===== src/rtl/icache_dm_pkg.sv =====
// Shared types and constants for the direct-mapped instruction cache.
package icache_dm_pkg;

    // Default geometry: 16 one-word frames over a 32-bit byte address.
    localparam int ISETS   = 16;
    localparam int IWORD_W = 32;
    localparam int IIDX_W  = $clog2(ISETS);
    localparam int ITAG_W  = IWORD_W - IIDX_W - 2;

    // Fetch address split for the default geometry.
    typedef struct packed {
        logic [ITAG_W-1:0] tag;
        logic [IIDX_W-1:0] idx;
        logic [1:0]        bytoff;
    } icachef_t;

    // Cache controller states.
    typedef enum logic {
        IDLE = 1'b0,
        FILL = 1'b1
    } icache_state_t;

    // Increment that sticks at all-ones instead of wrapping to zero.
    function automatic logic [31:0] sat_inc(input logic [31:0] v);
        return (v == 32'hFFFF_FFFF) ? v : v + 32'd1;
    endfunction

endpackage


===== src/rtl/icache_frames.sv =====
// Valid/tag/data storage for the instruction cache: one write port, one async read port.
module icache_frames #(
    parameter int SETS   = 16,
    parameter int IDX_W  = 4,
    parameter int TAG_W  = 26,
    parameter int WORD_W = 32
) (
    input  logic              CLK,
    input  logic              RST,
    input  logic              wen,
    input  logic [IDX_W-1:0]  widx,
    input  logic [TAG_W-1:0]  wtag,
    input  logic [WORD_W-1:0] wdata,
    input  logic [IDX_W-1:0]  ridx,
    output logic              rvalid,
    output logic [TAG_W-1:0]  rtag,
    output logic [WORD_W-1:0] rdata
);

    logic [SETS-1:0]   valid_q;
    logic [TAG_W-1:0]  tag_q  [SETS];
    logic [WORD_W-1:0] data_q [SETS];

    // Valid bits are the only state that must be cleared; a frame only becomes valid once fully written.
    always_ff @(posedge CLK or posedge RST) begin
        if (RST) begin
            valid_q <= '0;
        end else if (wen) begin
            valid_q[widx] <= 1'b1;
        end
    end

    // Tag and data payload, written together with the valid bit; no reset needed.
    always_ff @(posedge CLK) begin
        if (wen) begin
            tag_q[widx]  <= wtag;
            data_q[widx] <= wdata;
        end
    end

    assign rvalid = valid_q[ridx];
    assign rtag   = tag_q[ridx];
    assign rdata  = data_q[ridx];

endmodule


===== src/rtl/icache_dm.sv =====
// Direct-mapped, one-word-per-block instruction cache with hit/miss performance counters.
//
// state | meaning
// IDLE  | serving fetches from the frames; a miss (when not halted) starts a fill
// FILL  | reading the latched word address from memory until iwait drops
module icache_dm
    import icache_dm_pkg::*;
#(
    parameter int SETS   = ISETS,
    parameter int WORD_W = IWORD_W
) (
    input  logic              CLK,
    input  logic              RST,
    input  logic              imemREN,
    input  logic [WORD_W-1:0] imemaddr,
    output logic [WORD_W-1:0] imemload,
    output logic              ihit,
    output logic              iREN,
    output logic [WORD_W-1:0] iaddr,
    input  logic [WORD_W-1:0] iload,
    input  logic              iwait,
    input  logic              halt,
    output logic [31:0]       hit_count,
    output logic [31:0]       miss_count
);

    localparam int IDX_W = $clog2(SETS);
    localparam int TAG_W = WORD_W - IDX_W - 2;

    icache_state_t     state_q, state_d;
    logic [WORD_W-3:0] fill_word_q;
    logic [IDX_W-1:0]  req_idx;
    logic [TAG_W-1:0]  req_tag;
    logic              frame_valid;
    logic [TAG_W-1:0]  frame_tag;
    logic [WORD_W-1:0] frame_data;
    logic              hit;
    logic              start_fill;
    logic              fill_done;
    logic              unused_bytoff;

    assign req_tag       = imemaddr[WORD_W-1:IDX_W+2];
    assign req_idx       = imemaddr[IDX_W+1:2];
    assign unused_bytoff = ^imemaddr[1:0];

    icache_frames #(
        .SETS   (SETS),
        .IDX_W  (IDX_W),
        .TAG_W  (TAG_W),
        .WORD_W (WORD_W)
    ) u_frames (
        .CLK    (CLK),
        .RST    (RST),
        .wen    (fill_done),
        .widx   (fill_word_q[IDX_W-1:0]),
        .wtag   (fill_word_q[WORD_W-3:IDX_W]),
        .wdata  (iload),
        .ridx   (req_idx),
        .rvalid (frame_valid),
        .rtag   (frame_tag),
        .rdata  (frame_data)
    );

    // Hits are only served from IDLE; during a fill the frames may be mid-update.
    assign hit      = (state_q == IDLE) && imemREN && frame_valid && (frame_tag == req_tag);
    assign ihit     = hit;
    assign imemload = hit ? frame_data : '0;
    assign iREN     = (state_q == FILL);
    assign iaddr    = {fill_word_q, 2'b00};

    // State register; reset drops iREN immediately even mid-fill.
    always_ff @(posedge CLK or posedge RST) begin
        if (RST) begin
            state_q <= IDLE;
        end else begin
            state_q <= state_d;
        end
    end

    // Next state: fills run to completion regardless of redirects or halt.
    always_comb begin
        state_d    = state_q;
        start_fill = 1'b0;
        fill_done  = 1'b0;
        case (state_q)
            IDLE: begin
                if (imemREN && !hit && !halt) begin
                    start_fill = 1'b1;
                    state_d    = FILL;
                end
            end
            FILL: begin
                if (!iwait) begin
                    fill_done = 1'b1;
                    state_d   = IDLE;
                end
            end
            default: state_d = IDLE;
        endcase
    end

    // Fill address latch: the fill uses this word address only, so later redirects cannot corrupt it.
    always_ff @(posedge CLK or posedge RST) begin
        if (RST) begin
            fill_word_q <= '0;
        end else if (start_fill) begin
            fill_word_q <= imemaddr[WORD_W-1:2];
        end
    end

    // Performance counters: misses count fill starts, hits count unhalted hit cycles.
    always_ff @(posedge CLK or posedge RST) begin
        if (RST) begin
            hit_count  <= '0;
            miss_count <= '0;
        end else begin
            if (start_fill) begin
                miss_count <= sat_inc(miss_count);
            end
            if (hit && !halt) begin
                hit_count <= sat_inc(hit_count);
            end
        end
    end

endmodule

===== config.mk =====
export PLATFORM = sky130hd
export DESIGN_NAME = icache_dm
export DESIGN_NICKNAME = d
export VERILOG_FILES = /design/src/rtl/icache_dm_pkg.sv /design/src/rtl/icache_frames.sv /design/src/rtl/icache_dm.sv
export SDC_FILE = /design/constraint.sdc
export NUM_CORES = 1
export LEC_CHECK = 0
export CORE_MARGIN = 2
export CORE_UTILIZATION = 25
export CTS_BUF_LIST = sky130_fd_sc_hd__clkbuf_8
export DETAILED_ROUTE_END_ITERATION = 8
export SLEW_MARGIN = 10
export SYNTH_ARGS = -nofsm -noshare
export SYNTH_HDL_FRONTEND = slang
export SYNTH_SLANG_ARGS = --single-unit
export TNS_END_PERCENT = 50

===== constraint.sdc =====
create_clock -name CLK -period 6.55 [get_ports CLK]
set_input_delay 1.31 -clock CLK [delete_from_list [all_inputs] [get_ports CLK]]
set_output_delay 1.31 -clock CLK [all_outputs]
set_load 0.005 [all_outputs]

Yosys cells after proc, flatten, opt, wreduce, memory -nomap -nowiden
Memories as Yosys holds them, arrays and structs flattened.
Index checks and enable logic that the tools add are counted.
{"block": "classes", "addsub": 2, "mul": 0, "div": 0, "magnitude_cmp": 3, "n_eq_ne": 3, "shifts": 0, "mux": 13, "bitwise_logic": 4, "reduce_logical": 11}
{"operator": "$add 32x1->32 const B", "count": 2}
{"operator": "$eq 32x32->1 const B", "count": 2}
{"operator": "$mux 32", "count": 1}
{"operator": "$eq 26x26->1", "count": 1}
{"operator": "$or 16x16->16", "count": 1}
{"operator": "$lt 4x5->1 const B", "count": 2}
{"operator": "$mux 1", "count": 9}
{"operator": "$logic_and 1x1->1", "count": 7}
{"operator": "$bmux 1 s4", "count": 1}
{"operator": "$demux 1 s4", "count": 1}
{"operator": "$ge 4x1->1 const B", "count": 1}
{"operator": "$reduce_and 2->1", "count": 2}
{"operator": "$not 1->1", "count": 3}
{"operator": "$logic_not 1->1", "count": 2}
{"operator": "$pmux 1 s2", "count": 1}
{"block": "word_totals", "regBits": 111, "latch_bits": 0, "ramBits": 928, "mem_bits_ro": 0, "input_bits": 69, "output_inout_bits": 130, "wordCells": 43, "n_memories": 2}
{"name": "u_frames.data_q", "depth": 16, "width": 32, "read_ports": 1, "rd_clocked_by_memory_dff": 0, "wr": 1, "line_no": "icache_frames.sv:22", "source": "logic [WORD_W-1:0] data_q [SETS];"}
{"name": "u_frames.tag_q", "depth": 16, "width": 26, "read_ports": 1, "rd_clocked_by_memory_dff": 0, "wr": 1, "line_no": "icache_frames.sv:21", "source": "logic [TAG_W-1:0] tag_q [SETS];"}

Longest topological paths before layout
{"block": "logic_depth", "word_depth": 10, "mapped_depth": 15, "mapped_depth_nobuf": 9}

By module
Synthesis repeated with hierarchy kept, for this count alone.
{"block": "unflattened", "cells_unflattened": 1924, "area_unflattened_um2": 40207.3}
{"module": "icache_frames", "n_inst": 1, "cells_each": 1480, "area_each_um2": 35300.1, "seq_area_each_um2": 28267.1}
{"module": "icache_dm", "n_inst": 1, "cells_each": 444, "area_each_um2": 4907.2, "seq_area_each_um2": 2377.3}

Worst setup path after synthesis
Ideal clock, no wire load.
{"block": "synth_path", "kind": "input -> register", "startpoint": "input iwait", "endpoint": "register u_frames.valid_q[0]", "setup_ns": 0.089, "t_arrival_ns": 6.267, "required_time_ns": 6.461, "setup_slack_ns": 0.194, "stages": 4, "path_buffers": 0, "cell_sequence": "nand2b_1 or3_1 nor3_1 or2_2"}
{"block": "synth_via", "elab_chain_cells": 2}
{"element": "from (decl)", "line_no": "icache_dm.sv:21", "source": "input logic iwait,"}
{"element": "$mux 1", "line_no": "icache_dm.sv:93", "source": "if (!iwait) begin"}
{"element": "$mux 1", "line_no": "icache_dm.sv:85", "source": "case (state_q)"}
{"element": "to (signal assigned)", "line_no": "icache_frames.sv:27", "source": "valid_q <= '0;"}
{"element": "to (signal, indexed assignment)", "line_no": "icache_frames.sv:29", "source": "valid_q[widx] <= 1'b1;"}
{"element": "to (decl)", "line_no": "icache_frames.sv:20", "source": "logic [SETS-1:0] valid_q;"}
No other way between the ends.
A chain may end at the register's enable or synchronous reset.

Worst setup path in the final report
{"block": "layout_path", "startpoint": "input imemaddr[3]", "endpoint": "output imemload[16]"}
{"block": "layout_via", "elab_chain_cells": 5, "elab_cells_between_ends": 8, "cone_classes": "1 x eq/ne; 3 x mux; 2 x reduce/logical; 2 x memory"}
{"element": "from (decl)", "line_no": "icache_dm.sv:15", "source": "input logic [WORD_W-1:0] imemaddr,"}
{"element": "parallel branches: the longest is 4 deep, another holds $mem_v2 16x26"}
{"element": "$mux 32 (*)", "line_no": "icache_dm.sv:67", "source": "assign imemload = hit ? frame_data : '0;"}
{"element": "to (decl)", "line_no": "icache_dm.sv:16", "source": "output logic [WORD_W-1:0] imemload,"}
Every way passes the cells marked *. The select of a mux whose other input is x is not followed.

==> results_dict.tcl <==
set metrics [dict create \
    endpoint_kind "primary output" \
    wl_um 101000 \
    synth_area_leaders "edfxtp_1 (68%), mux4_2 (14%), dfrtp_1 (6.8%)" \
    yosysTopAreaCellShare 0.683 \
    wl_per_cell_um 22.4 \
    start_kind "input port" \
    cts_setup_buffers 0 \
    synth_common_cells "edfxtp_1 (928), mux4_2 (259), dfrtp_1 (111)" \
    crit_path_max_fanout 50 \
    finalPower_mw 13.9 \
    final_nets 2306 \
    maxCapViolations 0 \
    ctsResizeCount 0 \
    dp.cells 4250 \
    routabilityCongestion 0.745 \
    grt_pass1_wl_um 147000 \
    slew_headroom 0.177 \
    yosysMostFrequentCell "edfxtp_1" \
    grt_max_degree 75 \
    portBuffers 194 \
    synth.largest_area_cell "edfxtp_1" \
    r2r_end "fill_word_q[14]$_DFFE_PP0P_" \
    drt-pass1-iter-count 7 \
    fin_skew_ps 55.7 \
    synth.avg_cell_area_um2 21.4 \
    synthCells 1906 \
    vdd_drop_max_mv 0.210 \
    core.rowCount 148 \
    detail_route.drc_violations 0 \
    via_per_inst 4.42 \
    fillers 15756 \
    holdPathStages 1 \
    cts_buffer_depth 3 \
    die_y_um 408 \
    postRouteAntennaNets 0 \
    start_util 0.251 \
    period_minus_slack_ps 5970 \
    grt.overflow.total 0 \
    asyncSetResetFlopFracSynth 0.107 \
    rsz0062_at_grt "false" \
    clock_latency_ps 850 \
    drtIter0Drc 1940 \
    yosysUniqueCellTypes 51 \
    netlist_area_um2 40800 \
    ctsRootBufferMaster "clkbuf_8" \
    hold_path_end "u_frames.valid_q[2]$_DFFE_PP0P_" \
    grt_use_total 0.121 \
    finalHoldViolations 0 \
    p_per_area_nw_per_um2 285 \
    worstSetupPathType "input port to primary output" \
    ios 199 \
    pre_cts_slack_ps 521 \
    dr_total_vias 20060 \
    syn2layout_area_growth_pct 19.5 \
    min_path_type "register to register" \
    p_leak_nw 15.9 \
    hold_start "u_frames.valid_q[2]$_DFFE_PP0P_" \
    fin_ws_ps 584 \
    synth_edf_count 928 \
    numCtsBuffers 158 \
    die-area_um2 167000 \
    dpl.hpwl_um 56600 \
    die_w_um 408 \
    ys_seq_area_frac 0.751 \
    grt_pass1_vias 20529 \
    final_cells 4535 \
    cts_sinks 1039 \
    cts_tree "built" \
    setup_violations 0 \
    reg2reg_from "u_frames.tag_q[13][17]$_DFFE_PP_" \
    fin_crit_sh 0.911 \
    status "finished clean" \
    clkTransAtPathRegs_ps 60 \
    fin_setup_tns_ps 0 \
    cts-hold-fix-buffers 0 \
    cp.arrival_ps 4660 \
    final_max_slew_viol_count 0 \
    cp.required_ps 5240 \
    drive_above_1_share 0.262 \
    synth_ff_type "edfxtp_1" \
    antenna_found_initial 23 \
    r2r_slack_ps 2820 \
    fp.coreArea_um2 162000 \
    synth_warnings 0 \
    max_freq_mhz 168 \
    h-tree-depth 4 \
    tightestPinTransition_ps 1230 \
    synth_seq_cells 1039 \
    rr_worst_depth 10 \
]
[worst max path at each step]
stage                start                               to  slack (ps)  depth (start not counted)
2_1_floorplan        iwait  u_frames.valid_q[0]$_DFFE_PP0P_         190                          4
3_3_place_gp   imemaddr[4]                      imemload[5]         550                         12
3_5_place_dp   imemaddr[4]                      imemload[1]         520                         12
4_1_cts        imemaddr[4]                     imemload[18]         510                         12
5_1_grt        imemaddr[4]                     imemload[16]         330                         12
6_report       imemaddr[3]                     imemload[16]         580                         12
[cell usage in the layout, fill, tap and decap left out, types with 22 or more instances in the layout]
cell type        instances
mux2_4                  29
mux2i_1                 59
nor2_1                  29
xor2_1                  39
nand3_1                 34
nand2_1                 22
inv_1                   70
clkdlybuf4s50_1        190
nand4_1                 26
xnor2_1                 52
buf_4                   49
mux4_2                 259
nor3_1                  25
dfrtp_1                111
clkbuf_8               165
clkinv_1                27
edfxtp_1               928
nor2b_1                 37
[worst max-delay path, stage by stage]
cell             delay [ps]
buf_8                   380
buf_4                   330
mux4_2                  330
mux2i_1                 170
mux2i_1                 110
xnor2_1                 240
nand4_1                 220
nor4_2                  440
nand3_4                 130
buf_12                  190
nor2b_1                 170
clkdlybuf4s50_1         520
[routing by layer]
layer  share of wire  vias up  wire length [um]  global-route usage
met1            0.44    10683             44200               0.162
li1                -     8524                 -                   -
met3           0.063      161              6370              0.0284
met4           0.017       22              1760              0.0326
met2            0.48      670             49000               0.195
met5          0.0014        -               142                   0
[sequential cells by signal, indices dropped and copies added (netlist names)]
name and count:
u_frames.tag_q 416, iREN 1, hit_count 32, u_frames.data_q 512
u_frames.valid_q 16, miss_count 32, fill_word_q 30
[cells by family after synthesis]
group           Yosys count  share of synthesized area
mux                     366                      0.173
other cells               1                  0.0000919
simple gates            269                     0.0375
flops                  1039                      0.751
compound gates           35                    0.00552
buf+inv                 103                     0.0128
xor+xnor                 91                     0.0195
fa+ha+maj                 2                   0.000613
[layout make-up]
cell class,instances,area [um^2],area share
Clock inverter,116,659,0.0135
Clock buffer,165,2270,0.0466
Timing Repair Buffer,258,2630,0.0540
Inverter,13,56.3,0.00115
Multi-Input combinational cell,765,9780,0.200
Tap cell,2175,2720,0.0558
Antenna cell,4,10.0,0.000205
Sequential cell,1039,30600,0.628
[metrics by stage]
step	hold WS (ps)	utilization	cell area, um^2
floorplan	434	-	40800
global placement	446	0.282	45800
detailed placement	448	0.282	45800
CTS	463	0.300	48800
global route	476	0.300	48800
finish	465	0.300	48800
[where the power goes]
part | internal [mW] | total, mW | switching (mW) | leakage (nW)
clock | 2.49 | 5.06 | 2.57 | 1.72
sequential | 7.57 | 7.82 | 0.247 | 9.79
combinational | 0.511 | 1.02 | 0.511 | 4.35
total | 10.6 | 13.9 | 3.33 | 15.9
Note: power is estimated with default switching activity, not from simulation.
